## src/rtl/prog_loader.sv

```systemverilog
// Byte-stream program loader: parses an instruction block and a data block,
// each preceded by a little-endian word count, and issues memory write strobes.
module prog_loader #(
  parameter logic [31:0] IMEM_BASE = 32'h0,
  parameter logic [31:0] DMEM_BASE = 32'h0
) (
  input  logic         clk,
  input  logic         reset,
  input  logic         rx_valid,
  input  logic [7:0]   rx_data,
  output logic [31:0]  addr,
  output logic [127:0] data,
  output logic         we_128,
  output logic         we_32,
  output logic         done
);

  typedef enum logic [2:0] {HDR_I, LOAD_I, HDR_D, LOAD_D, DONE} state_t;

  state_t         state_q, state_d;
  logic [31:0]    addr_q, addr_d;
  logic [31:0]    words_q, words_d;
  logic [127:0]   data_q, data_d;
  logic [3:0]     cnt_q, cnt_d;
  logic           we128_q, we128_d;
  logic           we32_q, we32_d;
  logic           done_q, done_d;

  logic           accept;
  logic           cnt_last;
  logic [31:0]    hdr_val;

  always_comb begin
    accept   = rx_valid && (state_q != DONE);
    cnt_last = (cnt_q == ((state_q == LOAD_I) ? 4'd15 : 4'd3));
    // Header value as it will look once the current (4th) byte is shifted in.
    hdr_val  = {rx_data, data_q[127:104]};

    state_d  = state_q;
    addr_d   = addr_q;
    words_d  = words_q;
    data_d   = data_q;
    cnt_d    = cnt_q;
    we128_d  = 1'b0;
    we32_d   = 1'b0;
    done_d   = done_q;

    if (accept) begin
      data_d = {rx_data, data_q[127:8]};
      cnt_d  = cnt_last ? 4'd0 : cnt_q + 4'd1;
    end

    case (state_q)
      HDR_I: begin
        if (accept && cnt_last) begin
          if (hdr_val == 32'd0) begin
            state_d = HDR_D;
          end else begin
            words_d = hdr_val;
            state_d = LOAD_I;
          end
        end
      end
      LOAD_I: begin
        if (accept && cnt_last) we128_d = 1'b1;
        // A byte accepted during the write cycle already counts toward the next word/header.
        if (we128_q) begin
          addr_d  = addr_q + 32'd16;
          words_d = words_q - 32'd1;
          if (words_q == 32'd1) begin
            state_d = HDR_D;
            cnt_d   = accept ? 4'd1 : 4'd0;
          end
        end
      end
      HDR_D: begin
        if (accept && cnt_last) begin
          if (hdr_val == 32'd0) begin
            state_d = DONE;
            done_d  = 1'b1;
          end else begin
            words_d = hdr_val;
            addr_d  = DMEM_BASE;
            state_d = LOAD_D;
          end
        end
      end
      LOAD_D: begin
        if (accept && cnt_last) we32_d = 1'b1;
        if (we32_q) begin
          addr_d  = addr_q + 32'd4;
          words_d = words_q - 32'd1;
          if (words_q == 32'd1) begin
            state_d = DONE;
            done_d  = 1'b1;
            cnt_d   = 4'd0;
          end
        end
      end
      DONE: begin
      end
      default: state_d = HDR_I;
    endcase
  end

  always_ff @(posedge clk or posedge reset) begin
    if (reset) begin
      state_q <= HDR_I;
      addr_q  <= IMEM_BASE;
      words_q <= 32'd0;
      data_q  <= 128'd0;
      cnt_q   <= 4'd0;
      we128_q <= 1'b0;
      we32_q  <= 1'b0;
      done_q  <= 1'b0;
    end else begin
      state_q <= state_d;
      addr_q  <= addr_d;
      words_q <= words_d;
      data_q  <= data_d;
      cnt_q   <= cnt_d;
      we128_q <= we128_d;
      we32_q  <= we32_d;
      done_q  <= done_d;
    end
  end

  assign addr   = addr_q;
  assign data   = data_q;
  assign we_128 = we128_q;
  assign we_32  = we32_q;
  assign done   = done_q;

endmodule

```

## config.mk

```make
export PLATFORM = sky130hd
export DESIGN_NAME = prog_loader
export DESIGN_NICKNAME = d
export VERILOG_FILES = /design/src/rtl/prog_loader.sv
export SDC_FILE = /design/constraint.sdc
export NUM_CORES = 1
export LEC_CHECK = 0
export BUFFER_PORTS_ARGS = -buffer_cell sky130_fd_sc_hd__buf_2
export CAP_MARGIN = 20
export CORE_UTILIZATION = 50
export CTS_BUF_LIST = sky130_fd_sc_hd__clkbuf_16
export DETAILED_ROUTE_END_ITERATION = 8
export PLACE_DENSITY = 0.72
export SYNTH_ARGS = -nofsm -noshare
export SYNTH_HDL_FRONTEND = slang
export SYNTH_SLANG_ARGS = --single-unit
```

## constraint.sdc

```tcl
create_clock -name clk -period 17.76 [get_ports clk]
set_input_delay 1.776 -clock clk [delete_from_list [all_inputs] [get_ports clk]]
set_output_delay 1.776 -clock clk [all_outputs]
set_load 0.02 [all_outputs]
```

Yosys cells after proc, flatten, opt, wreduce, memory -nomap -nowiden
Index checks and enable logic that the tools add are counted.
{"block": "word_totals", "ff_bits": 202, "word_cells": 78, "inputBits": 11, "output_inout_bits": 163}
{"block": "op_classes", "add_sub_neg": 4, "mux": 36, "reduce_logical": 12, "eq_ne": 17, "n_bitwise": 1}
{"operator": "2-to-1 mux 32 bit", "count": 8}
{"operator": "case mux 32 bit (3 select lines)", "count": 2}
{"operator": "adder 32 x 3 -> 32 bit (second input constant)", "count": 1}
{"operator": "adder 32 x 5 -> 32 bit (second input constant)", "count": 1}
{"operator": "== test 32 x 1 -> 1 bit (second input constant)", "count": 1}
{"operator": "logical NOT 32 bit", "count": 1}
{"operator": "subtractor 32 x 1 -> 32 bit (second input constant)", "count": 1}
{"operator": "2-to-1 mux 4 bit", "count": 7}
{"operator": "2-to-1 mux 3 bit", "count": 7}
{"operator": "inequality test 2 bit (second input constant)", "count": 8}
{"operator": "case mux 3 bit (5 select lines)", "count": 1}
{"operator": "AND reduction 5 bit", "count": 3}
{"operator": "2-to-1 mux 1 bit", "count": 8}
{"operator": "case mux 4 bit (2 select lines)", "count": 1}
{"operator": "AND reduction 7 bit", "count": 1}
{"operator": "== test 3 x 2 -> 1 bit (second input constant)", "count": 2}
{"operator": "nonzero test 3 bit", "count": 2}
{"operator": "adder 4 x 1 -> 4 bit (second input constant)", "count": 1}
{"operator": "== test 4 bit", "count": 1}
{"operator": "inequality test 2 x 1 -> 1 bit (second input constant)", "count": 2}
{"operator": "== test 3 x 1 -> 1 bit (second input constant)", "count": 1}
{"operator": "== test 3 bit (second input constant)", "count": 1}
{"operator": "logical NOT 3 bit", "count": 1}
{"operator": "inequality test 3 bit (second input constant)", "count": 1}
{"operator": "other kinds (6)", "count": 7}

Logic depth before layout (Yosys ltp)
Gate-level depths: netlist of run 1.
{"block": "depth", "ltp_word": 8, "depth_mapped": 9, "ltp_nobuf": 8}

Worst setup path before layout of run 1
Ideal clock, no wire load.
{"block": "synth_path", "kind": "input to register", "startpoint": "input port rx_data[3]", "endpoint": "register words_q[20]", "arrival_time_ns": 3.271, "path_buffers": 1, "required_ns": 17.639, "path_stages": 7, "path_slack_ns": 14.368, "setup_ns": 0.121, "cell_sequence": "nor4_1 -> nand4_1 -> nor2_1 -> o21a_1 -> clkbuf_1 -> nor2_1 -> o22a_1"}
{"block": "synth_between", "elab_chain_cells": 3}
{"element": "from (decl)", "line_no": "10", "rtl": "input logic [7:0] rx_data,"}
{"element": "logical NOT 32 bit", "line_no": "56, 78"}
{"element": "inequality test 2 bit (no line)"}
{"element": "AND reduction 5 bit (no line)"}
{"element": "to (signal assigned)", "line_no": "119", "rtl": "words_q <= words_d;"}
{"element": "to (decl)", "line_no": "22", "rtl": "logic [31:0] words_q, words_d;"}
Every way passes these cells.
A chain may end at the register's enable or synchronous reset.

Worst setup path in the final report of run 1
{"block": "layout_path", "startpoint": "input port rx_data[0]", "endpoint": "register words_q[30]"}
Same word-level chain as after synthesis.

==> results of run 1 <==
## logic make-up after synthesis
family | after synthesis | share of synthesized area (%)
buffers and inverters | 63 | 2.686
AOI/OAI and AO/OA | 187 | 12.30
adders and majority gates | 5 | 0.6782
and+or+nand+nor | 636 | 29.12
other | 1 | 0.04066
DFF | 200 | 54.26
xor gates and xnor gates | 1 | 0.09497
muxes | 7 | 0.8139
## sequential cells by signal, indices dropped and copies added, names as in the netlist
| register | count |
|---|---|
| addr | 30 |
| we_32 | 1 |
| cnt_q | 4 |
| state_q | 3 |
| data | 128 |
| we_128 | 1 |
| words_q | 32 |
| done | 1 |
## final timing paths
check | end | from | cells after the start
min in group asynchronous | data[16]$_DFFE_PP0N_ | reset | 2
hold reg to reg | data[0]$_DFFE_PP0N_ | data[0]$_DFFE_PP0N_ | 2
hold / removal | data[0]$_DFFE_PP0N_ | data[0]$_DFFE_PP0N_ | 2
setup / recovery | words_q[30]$_DFFE_PP0P_ | rx_data[0] | 7
max in group asynchronous | cnt_q[2]$_DFF_PP0_ | reset | 3
setup reg to reg | words_q[30]$_DFFE_PP0P_ | state_q[1]$_DFFE_PP0P_ | 6
## per-layer routing
| layer | share of wire [%] | up-vias |
|---|---|---|
| li1 | - | 4003 |
| met1 | 46 | 3986 |
| met2 | 45 | 283 |
| met3 | 6.1 | 65 |
| met4 | 2.9 | 0 |
| met5 | 0 | - |
## worst register-to-register path: stages, from the launching register on
cell	delay (ps)
dfrtp_1	540
nor2b_1	320
nand2_1	490
nand2_1	510
o21a_1	850
a21oi_1	70
o2bb2a_1	320
## cell type report
class | instances | area share (%)
Tap cell | 229 | 2.640
Clock buffer | 17 | 3.920
Inverter | 5 | 0.2421
Timing Repair Buffer | 176 | 8.232
Multi-Input combinational cell | 838 | 36.78
Sequential cell | 200 | 46.12
Clock inverter | 15 | 2.064
## through the flow
| stage | worst slack (ps) | hold slack (ps) |
|---|---|---|
| finish | 13820 | 470.1 |
| global route | 13540 | 506.0 |
| CTS | 13850 | 475.5 |
| detailed placement | 13370 | 458.3 |
| global placement | 13490 | 455.4 |
| floorplan | 10530 | 460.9 |
## power by group through the flow
| stage | Clock, uW | Sequential [uW] | Combinational, uW |
|---|---|---|---|
| after floorplan | 0 | 464 | 7.44 |
| after global placement | 0 | 464 | 11.8 |
| after detailed placement | 0 | 464 | 11.9 |
| after CTS | 436 | 455 | 11.9 |
| after global routing | 451 | 455 | 13.4 |
| final | 427 | 455 | 11.2 |
## placed cells by master (no fill, tap or decap), types with 3 or more instances in the layout
cell type	synthesis	routed
or2_2	6	6
nor2b_1	5	5
a22o_1	4	4
or3_1	10	10
nand2_1	445	444
ha_1	5	5
nor2_1	61	60
clkbuf_16	0	17
a21oi_1	56	56
nand3_1	17	17
buf_4	2	5
bufinv_16	0	5
nor3_1	30	30
nand4_1	16	16
mux2_2	4	4
dfrtp_1	200	200
and2_1	4	3
o21ai_0	52	52
o31ai_1	4	4
a21o_1	4	4
o22a_1	5	5
inv_1	5	5
buf_2	3	171
nand2b_1	5	5
and3_1	8	8
o21a_1	4	4
o22ai_1	13	13
or4_1	5	5
mux2i_1	3	3
a31oi_1	21	21
nor4_1	14	14
==> impl_metrics.json, run 1 <==
{
  "synth_top_cell_by_area": "dfrtp_1",
  "power.static_leakage_uw": 0.005822,
  "critical_path.startpoint_type": "primary input",
  "place_inst": 1448,
  "synth_area_sq_um": 9224,
  "timing_hold_violations_final": 0,
  "critPathBufInv": 1,
  "multi_input_comb_area_sq_um": 3991,
  "maxCapViolCount": 0,
  "gp_congestion": 0.9019,
  "cp_cell_sequence": "buf_2 -> nor4_1 -> nand4_1 -> nor2_1 -> o21a_1 -> a21oi_1 -> o2bb2a_1",
  "chipHeight_um": 137.8,
  "route.detailed.vias_per_inst": 5.633,
  "worstHoldPathType": "register to register",
  "synth_top_cell_area_share_pct": 54.26,
  "status": "completed",
  "placed_area_sq_um": 10200,
  "globalRoute.busiestLayer": "met2",
  "p_int_uw": 707.4,
  "ctsHoldBuffers": 0,
  "post_synth.cell_area_avg_sq_um": 8.385,
  "num_vias": 8337,
  "clock_power_share_pct": 47.8,
  "total_negative_slack_ps": 0,
  "core_region_area_sq_um": 18020,
  "final_max_slew_viol_count": 0,
  "final_layout_size_suffix_gt1_share_pct": 18.07,
  "worstPathArrival_ps": 4260,
  "setup_violators_final": 0,
  "total_power_uw": 893.5,
  "start_util_pct": 51.17,
  "first_iter_violations": 630,
  "rrSetupSlack_ps": 14550,
  "clock_tree_from_tritoncts": "built",
  "timing_worst_slew_pin_value_ps": 1054,
  "antenna_cells_inserted": 0,
  "yosysMostFrequentCell": "nand2_1",
  "drt_first_pass_iters": 5,
  "post-cts-setup-buffers": 0,
  "crit_path_end_kind": "register",
  "synth-async-reset-ratio_pct": 100.0,
  "path_max_fanout": 32,
  "grt.met2_usage_pct": 39.87,
  "grt_util_all_layers_pct": 25.67,
  "min_period_over_period_pct": 22.19,
  "layout.nets": 1254,
  "finClkSkew_ps": 8.506,
  "layout.cell_area.non_filler_sq_um": 10850,
  "flops_latches_synth": 200,
  "htree_num_levels": 4,
  "net-switching-power_uw": 186.1,
  "synthesis.instances": 1100,
  "synthTopCellsByCount": "445 x nand2_1, 200 x dfrtp_1, 61 x nor2_1, 56 x a21oi_1, 52 x o21ai_0",
  "ctsResizeCount": 0,
  "fin_util_pct": 60.20,
  "power.ir.vdd_worst_uv": 76.57,
  "synth.area.top_cells": "dfrtp_1 54%, nand2_1 18%, a21oi_1 3.0%, o21ai_0 2.8%, nor2_1 2.5%",
  "finalWorstPathRequiredPeriod_ps": 3941,
  "max-slew-margin-rel_pct": 29.11,
  "critical_path_class": "primary input to register",
  "drc_errors": 0,
  "initial_antenna_violation_count": 0,
  "ant_nets": 0,
  "swShare_pct": 20.83,
  "seqPwrFrac_pct": 50.9,
  "grt_max_degree": 128,
  "totalWireLength_mm": 23.74,
  "crit_path_max_delay_cell_type": "o21a_1",
  "routed_length_per_placed_instance_um": 16.04,
  "synthFlopType": "dfrtp_1",
  "die_width_um": 137.8,
  "cp_top_family": "compound AO/OA/AOI/OAI gates",
  "number_of_global_route_vias_before_repair": 7602,
  "use_met1_pct": 35.14,
  "clock_tree.buffer_depth": 2,
  "global_route_wire_length_before_repair_mm": 38.03,
  "critical_path_required_ps": 18080,
  "n_fill_cell": 1609,
  "cts.clk_slew.worst_paths_ps": 70,
  "area_growth_pct": 17.65,
  "detailed_place_hpwl_mm": 15.61,
  "cts_num_sinks": 200,
  "setup_repair_after_global_routing_missed_its_margin": "false",
  "floorplan.die_area_sq_um": 18990,
  "achievable-frequency_mhz": 253.7,
  "power_density_nw_per_um2": 82.33,
  "critical_path.max_stage_delay_ps": 870,
  "clk_root_buffer_cell": "clkbuf_16",
  "numCtsBuffers": 17,
  "grt_use_met3_pct": 4.967,
  "p_comb_share_pct": 1.3,
  "layoutNonFillerInstCount": 1480,
  "clock_latency_ps": 440,
  "synth.yosys.warnings": 0,
  "synth-edff-count": 0,
  "globalRouteOverflowTotal": 0,
  "area.sequential_sq_um": 5005,
  "placement_row_count": 49,
  "num_io_pins": 174,
  "synth_sequential_area_ratio_pct": 54.26,
  "io_buffers": 171,
  "synth.distinct_cells": 59
}
Note: power is estimated with default switching activity, not from simulation.
==> run 2: changes to the inputs <==
==> constraint.sdc (replaced) <==
create_clock -name clk -period 3.69 [get_ports clk]
set_input_delay 0.369 -clock clk [delete_from_list [all_inputs] [get_ports clk]]
set_output_delay 0.369 -clock clk [all_outputs]
set_load 0.02 [all_outputs]
==> impl_metrics.json, run 2 (synthesized netlist as in run 1, its figures left out) <==
{
  "clk_root_buffer_cell": "clkbuf_16",
  "clock_tree.buffer_depth": 2,
  "place_inst": 1453,
  "finClkSkew_ps": 10.60,
  "rrSetupSlack_ps": 780,
  "clock_tree_from_tritoncts": "built",
  "power.static_leakage_uw": 0.005833,
  "largest_register_ff_count": 128,
  "io_buffers": 171,
  "chipHeight_um": 137.8,
  "drc_errors": 0,
  "critical_path.max_stage_delay_ps": 600,
  "status": "completed",
  "cp_cell_sequence": "nor3b_1 -> mux2i_1 -> a31oi_1 -> a21o_1 -> nor2_1 -> a31oi_1",
  "dp_slack_ps": 817.1,
  "max-slew-margin-rel_pct": 36.02,
  "hold_ws_ps": 84.19,
  "post-route-worst-setup-slack_ps": 775.7,
  "worst_r2r_endpoint": "addr[13]$_DFFE_PP0P_",
  "power_density_nw_per_um2": 380.0,
  "min_period_over_period_pct": 78.98,
  "critical_path_class": "register to register",
  "worst-path-stages": 6,
  "maxCapViolCount": 0,
  "grt_util_all_layers_pct": 25.79,
  "critPathBufInv": 0,
  "antenna_cells_inserted": 0,
  "cts.clk_slew.worst_paths_ps": 80,
  "global_route_wire_length_before_repair_mm": 38.03,
  "final_layout_size_suffix_gt1_share_pct": 18.39,
  "layout.cell_area.non_filler_sq_um": 10870,
  "finalWorstPathRequiredPeriod_ps": 2914,
  "drt_first_pass_iters": 5,
  "cts_num_sinks": 200,
  "layout_commonest_cell": "nand2_1",
  "setup_repair_after_global_routing_missed_its_margin": "false",
  "achievable-frequency_mhz": 343.1,
  "floorplan.die_area_sq_um": 18990,
  "htree_num_levels": 4,
  "layoutNonFillerInstCount": 1485,
  "crit_path_end_kind": "register",
  "core_region_area_sq_um": 18020,
  "detailed_place_hpwl_mm": 15.99,
  "start_util_pct": 51.17,
  "power.ir.vdd_worst_uv": 314.3,
  "first_iter_violations": 740,
  "num_io_pins": 174,
  "placement_row_count": 49,
  "grt_max_degree": 120,
  "die_width_um": 137.8,
  "worstHoldPathType": "primary input to asynchronous set/reset pin",
  "layout.nets": 1259,
  "timing_worst_slew_pin_value_ps": 959.7,
  "path_common_cell": "a31oi_1",
  "post-cts-setup-buffers": 0,
  "worstPathArrival_ps": 3200,
  "total_negative_slack_ps": 0,
  "number_of_global_route_vias_before_repair": 7455,
  "num_vias": 8252,
  "crit_path_max_delay_cell_type": "dfrtp_1",
  "path_max_fanout": 16,
  "routed_length_per_placed_instance_um": 15.96,
  "cp_top_family": "simple AND/OR/NAND/NOR gates",
  "ctsResizeCount": 0,
  "totalWireLength_mm": 23.70,
  "globalRouteOverflowTotal": 0,
  "rr_startpoint": "state_q[0]$_DFFE_PP0P_",
  "clock_latency_ps": 440,
  "critical_path.startpoint_type": "register",
  "timing_hold_violations_final": 0,
  "ctsHoldBuffers": 0,
  "layout_common_cells": "444 x nand2_1, 200 x dfrtp_1, 171 x buf_2, 60 x nor2_1, 56 x a21oi_1",
  "area_growth_pct": 17.89,
  "initial_antenna_violation_count": 0,
  "numCtsBuffers": 17,
  "reg2reg_path_depth": 6,
  "setup_violators_final": 0,
  "route.detailed.vias_per_inst": 5.557,
  "gp_congestion": 0.8771,
  "ant_nets": 0,
  "placed_area_sq_um": 10290,
  "critical_path_required_ps": 3980,
  "final_max_slew_viol_count": 0
}
[run 2: worst max path at each step]
stage / startpoint / endpoint
finish: state_q[0]$_DFFE_PP0P_ / addr[13]$_DFFE_PP0P_
global route: state_q[0]$_DFFE_PP0P_ / addr[25]$_DFFE_PP0P_
CTS: state_q[0]$_DFFE_PP0P_ / addr[13]$_DFFE_PP0P_
detailed placement: state_q[0]$_DFFE_PP0P_ / addr[13]$_DFFE_PP0P_
global placement: words_q[11]$_DFFE_PP0P_ / words_q[31]$_DFFE_PP0P_
floorplan: reset / addr[10]$_DFFE_PP0P_
[run 2: power breakdown]
part | leakage [uW] | switching, uW | internal, uW
sequential | 0.00261 | 0 | 2190
clock | 0.000288 | 870 | 1010
combinational | 0.00293 | 48.9 | 9.02
total | 0.00583 | 919 | 3210
[run 2: final cells by class]
class,instances,area (sq um)
sequential,200,5005
clock inverter,15,162.7
timing repair buffer,181,980.9
tap,229,286.5
fill,1644,7151
multi-input combinational,838,3991
clock buffer,17,425.4
inverter,5,22.52
[run 2: worst min-delay path: stages]
cell	delay, ps
buf_2	110
clkinvlp_4	100
buf_12	370
[run 2: per-stage QoR]
| step | util, % | total power (uW) |
|---|---|---|
| floorplan | - | 2270 |
| global placement | 57.07 | 2294 |
| detailed placement | 57.07 | 2295 |
| CTS | 60.33 | 4174 |
| global route | 60.33 | 4261 |
| finish | 60.33 | 4133 |
[run 2: per-layer routing]
layer	up-vias	global-route usage, %	part of all wire (%)
li1	3997	-	-
met2	298	39.00	45
met3	39	5.703	6.7
met5	-	0	0
met1	3918	36.32	46
met4	0	9.420	2.2
==> run 3: changes to the inputs <==
==> constraint.sdc (replaced) <==
create_clock -name clk -period 2.8 [get_ports clk]
set_input_delay 0.28 -clock clk [delete_from_list [all_inputs] [get_ports clk]]
set_output_delay 0.28 -clock clk [all_outputs]
set_load 0.02 [all_outputs]
==> impl_metrics.json, run 3 (synthesized netlist as in run 1, its figures left out) <==
{
  "status": "complete, but fails checks",
  "violations": "hold timing",
  "cts.clk_slew.worst_paths_ps": 70,
  "grt_max_degree": 106,
  "hold_ws_ps": -15.25,
  "total_negative_slack_ps": 0,
  "cp_cell_sequence": "or3_1 -> or4_1 -> or3_1 -> or3b_1 -> o22ai_1 -> a221oi_2",
  "critical_path.startpoint_type": "register",
  "crit_path_max_delay_cell_type": "or4_1",
  "critical_path_class": "register to register",
  "chipHeight_um": 137.8,
  "clock_tree_from_tritoncts": "built",
  "placement_row_count": 49,
  "htree_num_levels": 4,
  "post-cts-setup-buffers": 0,
  "area_growth_pct": 19.85,
  "grt_util_all_layers_pct": 26.57,
  "max-slew-margin-rel_pct": 35.67,
  "initial_antenna_violation_count": 0,
  "layout_common_cells": "444 x nand2_1, 200 x dfrtp_1, 171 x buf_2, 60 x nor2_1, 56 x a21oi_1",
  "antenna_cells_inserted": 0,
  "maxCapViolCount": 0,
  "final_max_slew_viol_count": 0,
  "timing_hold_violations_final": 4,
  "io_buffers": 171,
  "cp_top_family": "simple AND/OR/NAND/NOR gates",
  "achievable-frequency_mhz": 389.9,
  "clock_latency_ps": 440,
  "final_layout_size_suffix_gt1_share_pct": 19.76,
  "finalWorstPathRequiredPeriod_ps": 2565,
  "setup_repair_after_global_routing_missed_its_margin": "false",
  "globalRouteOverflowTotal": 0,
  "drc_errors": 0,
  "gp_congestion": 0.8893,
  "layoutNonFillerInstCount": 1504,
  "finClkSkew_ps": 8.812,
  "global_route_wire_length_before_repair_mm": 39.28,
  "power.ir.vdd_worst_uv": 436.1,
  "cts_num_sinks": 200,
  "path_max_fanout": 5,
  "first_iter_violations": 644,
  "critical_path_required_ps": 3120,
  "core_region_area_sq_um": 18020,
  "path_common_cell": "or3_1",
  "power.static_leakage_uw": 0.005920,
  "clock_tree.buffer_depth": 2,
  "worstPathArrival_ps": 2880,
  "worstHoldPathType": "primary input to asynchronous set/reset pin",
  "ctsHoldBuffers": 0,
  "layout.nets": 1278,
  "largest_register_ff_count": 128,
  "power_density_nw_per_um2": 492.1,
  "totalWireLength_mm": 24.20,
  "detailed_place_hpwl_mm": 16.29,
  "num_io_pins": 174,
  "number_of_global_route_vias_before_repair": 7644,
  "ant_nets": 0,
  "start_util_pct": 51.17,
  "numCtsBuffers": 17,
  "setup_violators_final": 0,
  "clk_root_buffer_cell": "clkbuf_16",
  "dp_slack_ps": 293.4,
  "ctsResizeCount": 0,
  "timing_worst_slew_pin_value_ps": 964.9,
  "min_period_over_period_pct": 91.60,
  "route.detailed.vias_per_inst": 5.549,
  "drt_first_pass_iters": 7,
  "crit_path_end_kind": "register",
  "fin_util_pct": 61.33,
  "place_inst": 1472,
  "layout_commonest_cell": "nand2_1",
  "floorplan.die_area_sq_um": 18990,
  "rrSetupSlack_ps": 240,
  "num_vias": 8346,
  "routed_length_per_placed_instance_um": 16.09,
  "die_width_um": 137.8,
  "post-route-worst-setup-slack_ps": 235.2,
  "critical_path.max_stage_delay_ps": 450,
  "critPathBufInv": 0
}
==> run 3: worst min-delay path: cells and delay by family <==
kind,cells,cell delay [ps]
buffers and inverters,3,580
==> run 3: routing by layer <==
metal	vias to the layer above	GRT usage, %	routed length [um]
li1	4042	-	-
met1	4013	36.80	11020
met2	251	41.93	11390
met3	40	4.084	1222
met4	0	10.39	564
met5	-	0	0
==> run 3: final timing paths <==
kind,end,start,depth (start not counted)
min in group clk,data[123]$_DFFE_PP0N_,rx_data[3],3
max in group asynchronous,words_q[19]$_DFFE_PP0P_,reset,3
hold / removal,data[3]$_DFFE_PP0N_,reset,3
setup reg to reg,words_q[31]$_DFFE_PP0P_,words_q[17]$_DFFE_PP0P_,6
setup / recovery,words_q[31]$_DFFE_PP0P_,words_q[17]$_DFFE_PP0P_,6
hold reg to reg,data[5]$_DFFE_PP0N_,data[5]$_DFFE_PP0N_,2
==> run 3: per-stage QoR <==
step           total power (uW)  cell area (sq um)
2_1_floorplan              2992               9231
3_3_place_gp               3028              10470
3_5_place_dp               3027              10470
5_1_grt                    5604              11050
6_report                   5440              11050
4_1_cts                    5493              11050
==> run 3: layout make-up <==
class,instances,area (sq um)
multi-input combinational,838,3991
fill,1637,6970
tap,229,286.5
clock buffer,17,425.4
clock inverter,15,162.7
timing repair buffer,200,1161
inverter,5,22.52
sequential,200,5005
==> run 3: where the power goes <==
| part | internal (uW) | switching (uW) |
|---|---|---|
| combinational | 12.0 | 67.7 |
| clock | 1270 | 1210 |
| sequential | 2890 | 0 |
| total | 4160 | 1280 |
